`src/rtl/rpn_ctrl.sv`:
```
// rpn_ctrl: reverse-Polish evaluation controller in front of a LIFO stack.
// Operands are pushed; a binary operator pops B (top) then A, pushes
// R = A op B and reports R on res_data with a one-cycle res_valid pulse.
// Depth is tracked locally so the stack never sees an illegal push or pop;
// overflow, underflow and bad opcodes raise sticky flags instead.
//
// state   | meaning
// --------+-----------------------------------------------------------
// S_IDLE  | tok_ready high, decode and accept/reject one token
// S_PUSH  | stk_push high for a latched operand
// S_POP_B | stk_pop high, capture top entry as B
// S_POP_A | stk_pop high, top entry is A, compute R for the next cycle
// S_CALC  | stk_push high with R, res_valid pulse
module rpn_ctrl #(
  parameter int WIDTH      = 8,
  parameter int HEIGHT     = 9,
  parameter int ADDR_WIDTH = 4
) (
  input  logic                  clk,
  input  logic                  rst,
  input  logic                  tok_valid,
  output logic                  tok_ready,
  input  logic                  tok_is_op,
  input  logic [WIDTH-1:0]      tok_data,
  output logic                  stk_push,
  output logic                  stk_pop,
  output logic [WIDTH-1:0]      stk_wdata,
  input  logic [WIDTH-1:0]      stk_top,
  output logic                  res_valid,
  output logic [WIDTH-1:0]      res_data,
  output logic [ADDR_WIDTH-1:0] depth,
  output logic                  err_ovf,
  output logic                  err_udf,
  output logic                  err_op
);

  typedef enum logic [2:0] {
    S_IDLE,
    S_PUSH,
    S_POP_B,
    S_POP_A,
    S_CALC
  } state_t;

  localparam logic [ADDR_WIDTH-1:0] DEPTH_MAX = ADDR_WIDTH'(HEIGHT);
  localparam logic [ADDR_WIDTH-1:0] DEPTH_ONE = ADDR_WIDTH'(1);
  localparam logic [ADDR_WIDTH-1:0] DEPTH_TWO = ADDR_WIDTH'(2);

  state_t                  state_q;
  logic                    ready_q;
  logic                    push_q;
  logic                    pop_q;
  logic [WIDTH-1:0]        wdata_q;
  logic                    res_valid_q;
  logic [WIDTH-1:0]        res_data_q;
  logic [ADDR_WIDTH-1:0]   depth_q;
  logic                    err_ovf_q;
  logic                    err_udf_q;
  logic                    err_op_q;
  logic [2:0]              op_q;
  logic [WIDTH-1:0]        b_q;
  logic [WIDTH-1:0]        calc_d;
  logic                    tok_accept;

  // Wrapping ALU; opcodes 6/7 are rejected before they ever reach here.
  function automatic logic [WIDTH-1:0] alu(input logic [2:0]       op,
                                           input logic [WIDTH-1:0] a,
                                           input logic [WIDTH-1:0] b);
    logic [WIDTH-1:0] r;
    case (op)
      3'd0:    r = a + b;
      3'd1:    r = a - b;
      3'd2:    r = a & b;
      3'd3:    r = a | b;
      3'd4:    r = a ^ b;
      3'd5:    r = a * b;
      default: r = '0;
    endcase
    return r;
  endfunction

  // In POP_A the stack top is operand A; B was captured one cycle earlier.
  always_comb begin
    calc_d = alu(op_q, stk_top, b_q);
  end

  assign tok_accept = tok_valid & ready_q;

  // Sequencer: all outputs are registered here, nothing combinational from tok_*.
  always_ff @(posedge clk or posedge rst) begin
    if (rst) begin
      state_q     <= S_IDLE;
      ready_q     <= 1'b0;
      push_q      <= 1'b0;
      pop_q       <= 1'b0;
      wdata_q     <= '0;
      res_valid_q <= 1'b0;
      res_data_q  <= '0;
      depth_q     <= '0;
      err_ovf_q   <= 1'b0;
      err_udf_q   <= 1'b0;
      err_op_q    <= 1'b0;
      op_q        <= '0;
      b_q         <= '0;
    end else begin
      case (state_q)
        S_IDLE: begin
          if (tok_accept) begin
            if (!tok_is_op) begin
              if (depth_q == DEPTH_MAX) begin
                err_ovf_q <= 1'b1;
              end else begin
                wdata_q <= tok_data;
                push_q  <= 1'b1;
                ready_q <= 1'b0;
                state_q <= S_PUSH;
              end
            end else if (tok_data[2:1] == 2'b11) begin
              err_op_q <= 1'b1;
            end else if (depth_q < DEPTH_TWO) begin
              err_udf_q <= 1'b1;
            end else begin
              op_q    <= tok_data[2:0];
              pop_q   <= 1'b1;
              ready_q <= 1'b0;
              state_q <= S_POP_B;
            end
          end else begin
            // Also raises ready on the first cycle out of reset.
            ready_q <= 1'b1;
          end
        end
        S_PUSH: begin
          push_q  <= 1'b0;
          depth_q <= depth_q + DEPTH_ONE;
          ready_q <= 1'b1;
          state_q <= S_IDLE;
        end
        S_POP_B: begin
          b_q     <= stk_top;
          depth_q <= depth_q - DEPTH_ONE;
          state_q <= S_POP_A;
        end
        S_POP_A: begin
          pop_q       <= 1'b0;
          depth_q     <= depth_q - DEPTH_ONE;
          push_q      <= 1'b1;
          wdata_q     <= calc_d;
          res_data_q  <= calc_d;
          res_valid_q <= 1'b1;
          state_q     <= S_CALC;
        end
        S_CALC: begin
          push_q      <= 1'b0;
          res_valid_q <= 1'b0;
          depth_q     <= depth_q + DEPTH_ONE;
          ready_q     <= 1'b1;
          state_q     <= S_IDLE;
        end
        default: begin
          state_q <= S_IDLE;
        end
      endcase
    end
  end

  assign tok_ready = ready_q;
  assign stk_push  = push_q;
  assign stk_pop   = pop_q;
  assign stk_wdata = wdata_q;
  assign res_valid = res_valid_q;
  assign res_data  = res_data_q;
  assign depth     = depth_q;
  assign err_ovf   = err_ovf_q;
  assign err_udf   = err_udf_q;
  assign err_op    = err_op_q;

endmodule

```
`config.mk`:
```
export PLATFORM = sky130hd
export DESIGN_NAME = rpn_ctrl
export DESIGN_NICKNAME = d
export VERILOG_FILES = /design/src/rtl/rpn_ctrl.sv
export SDC_FILE = /design/constraint.sdc
export NUM_CORES = 1
export LEC_CHECK = 0
export CORE_MARGIN = 2
export CORE_UTILIZATION = 45
export DETAILED_ROUTE_END_ITERATION = 8
export GPL_TIMING_DRIVEN = 0
export PLACE_DENSITY = 0.7
export SLEW_MARGIN = 40
export SYNTH_ARGS = -nofsm -noshare
export SYNTH_HDL_FRONTEND = slang
export SYNTH_SLANG_ARGS = --single-unit
```
`constraint.sdc`:
```
create_clock -name clk -period 4.38 [get_ports clk]
set_input_delay 0.876 -clock clk [delete_from_list [all_inputs] [get_ports clk]]
set_output_delay 0.876 -clock clk [all_outputs]
set_load 0.1 [all_outputs]
```
==> metrics <==
status complete, no violations; Die W 93.1 µm; GRT overflow 0; Seq cells post-synth 41; initial antenna violation count 0; drt wl/cell 15.0 µm; post-DP HPWL 6510 µm; RSZ-0062 raised after global routing yes; largest cells by area after synthesis dfrtp_1 (29%), ha_1 (15%), fa_1 (7.8%), nor2_1 (5.8%), xnor2_1 (5.1%); die area 8680 µm²; ys async rst share 100%; Mapped Nets 485; WS Path Type input pin to flop; synth warn 0; clk buf depth 2; Vias 3092; sequential area share after synthesis 28.7%; Core Region 7730 µm²; worst slew pin tran 0.644 ns; critical path capture point type flop; Placed Cells 557; vias per cell 5.28; Max Transition Viols Final 0; worst-path maximum fanout 5; minimum clock period 4.30 ns; Rel. slew slack 56.6%; Main synth FF type dfrtp_1; n_diodes 0; Core Rows 32; Tcrit/Tclk final 98.3%; # IOs 47; clk slew on worst S/H paths 0.08 ns; Hold Path Class flop to flop; crit path DAT 4.47 ns; Starting Density 46.3%; post-synth top area share 28.7%; Design Area, Final 4450 µm²; CTS Buf Count 5; Post-synth top cells nor2_1 (55), inv_1 (45), ha_1 (42); clk root buf clkbuf_8; FMAX 0.232 GHz; Syn Area/Cell 8.74 µm²; first-pass GRT wire length 14600 µm; Sink Count 41; CP required 4.54 ns; number of global-route vias before repair 2966; post-route insts no fill 586; Pre-Repair DR Iteration Count 4; Final Hold Fails 0; max cap viols 0; IO buf count 46; CP Launch Type input pin; cell count after synthesis 409; synthesized cell area 3580 µm²; CTS tree done; Finished Core Util 57.5%; Initial DRC Count 122; post-synthesis cell type count 52; Post-synth EDFFs 0; Post-DP Area 4050 µm²; ANT nets after route 0; WL final 8770 µm; DRC viols 0; Synth area leader dfrtp_1; Post-CTS Hold Buffers 0; depth of the CTS H-tree 2; area grow syn2layout 24.4%; Die Height 93.1 µm; Final setup viols 0; proportion of layout cells with a drive suffix above 1 23.3%; post-route setup TNS 0 ns; largest net degree at the start of global routing 42; nets@finish 559; GRT Overall Usage 21.2%; Max Clock Skew 0.00608 ns; Skew-Pair Late Insertion Delay 0.30 ns; count leader, synth nor2_1; GPL Wtd Cong 0.877
[layer usage]
layer  vias up  GRT usage [%]  share of wire, %
met1      1468           29.0                46
met2        89           33.6                47
met5         -              0                 0
met4         0           8.70               2.7
met3        15           3.14               4.6
li1       1520              -                 -
[worst paths after layout]
kind | endpoint | slack, ns | from | depth (start not counted)
max in group asynchronous | b_q[2] | 3.05 | rst | 2
worst max register to register | stk_wdata[7] | 0.17 | b_q[4] | 15
worst min register to register | err_ovf | 0.46 | err_ovf | 1
min in group asynchronous | b_q[4] | 0.96 | rst | 2
worst max-delay path | stk_wdata[7] | 0.08 | stk_top[0] | 17
worst min-delay path | err_ovf | 0.46 | err_ovf | 1
[cells by family after synthesis]
group	after synthesis	synth area share, %
AND/OR/NAND/NOR	128	15.6
multiplexers	12	3.57
buffers and inverters	59	6.23
flip-flops	41	28.7
XOR/XNOR	29	8.08
AO/OA/AOI/OAI	84	15.3
adder cells (fa/ha/maj)	56	22.5
[cell usage in the layout, fill, tap and decap left out, drive strengths merged, types with 6 or more instances in the layout]
master         Yosys  layout
dfrtp             41      41
nor2              56      56
ha                42      42
buf                3      56
nand2             43      43
xnor2             22      22
mux2               6       6
a21o               6       6
clkbuf             9      15
inv               45      43
nor3               7       7
a21oi             26      26
fa                14      14
clkdlybuf4s50      0      12
o21ai             22      22
mux2i              6       6
[what timing repair did]
| item | CTS | global route |
|---|---|---|
| hold endpoints to repair | 0 | 0 |
| pin swaps | 11 | 24 |
| gates resized for setup | 43 | 31 |
| buffers inserted | 11 | 11 |
| endpoints found under the setup margin | 8 | 3 |
[per-stage QoR]
step | hold WS [ns] | setup slack, ns
3_5_place_dp | 0.441 | -1.05
4_1_cts | 0.460 | 0.00373
6_report | 0.458 | 0.0755
3_3_place_gp | 0.440 | -1.06
5_1_grt | 0.483 | -0.123
2_1_floorplan | 0.573 | 0.00879
[registers in the layout, indices dropped and copies added, names as in the netlist]
register	flops
state_q	3
err_ovf	1
tok_ready	1
res_valid	1
b_q	8
res_data	8
err_udf	1
op_q	3
err_op	1
stk_push	1
stk_pop	1
stk_wdata	8
depth	4
[worst max-delay path: stages]
cell and delay, ns:
buf_6 0.09, clkinvlp_4 0.18, nor2_2 0.14, ha_2 0.18, fa_1 0.45, ha_4 0.29, inv_2 0.03, fa_1 0.48
inv_2 0.05, fa_2 0.39, a21o_1 0.19, a21oi_4 0.16, xnor3_1 0.25, xnor3_1 0.26, o221ai_2 0.11, a22oi_2 0.24
a221oi_2 0.08
[area by class of cell]
type                            count  area [µm²]
Multi-Input combinational cell    309        2460
Clock buffer                        6        82.6
Timing Repair Buffer               67         493
Sequential cell                    41        1030
Tap cell                          102         128
Fill cell                         669        3280
Inverter                           47         195
Clock inverter                      2        13.8
Buffer                             12        46.3
Power is not shown: default switching activity piles up to over one toggle a cycle in this logic, so the estimate is an artifact.
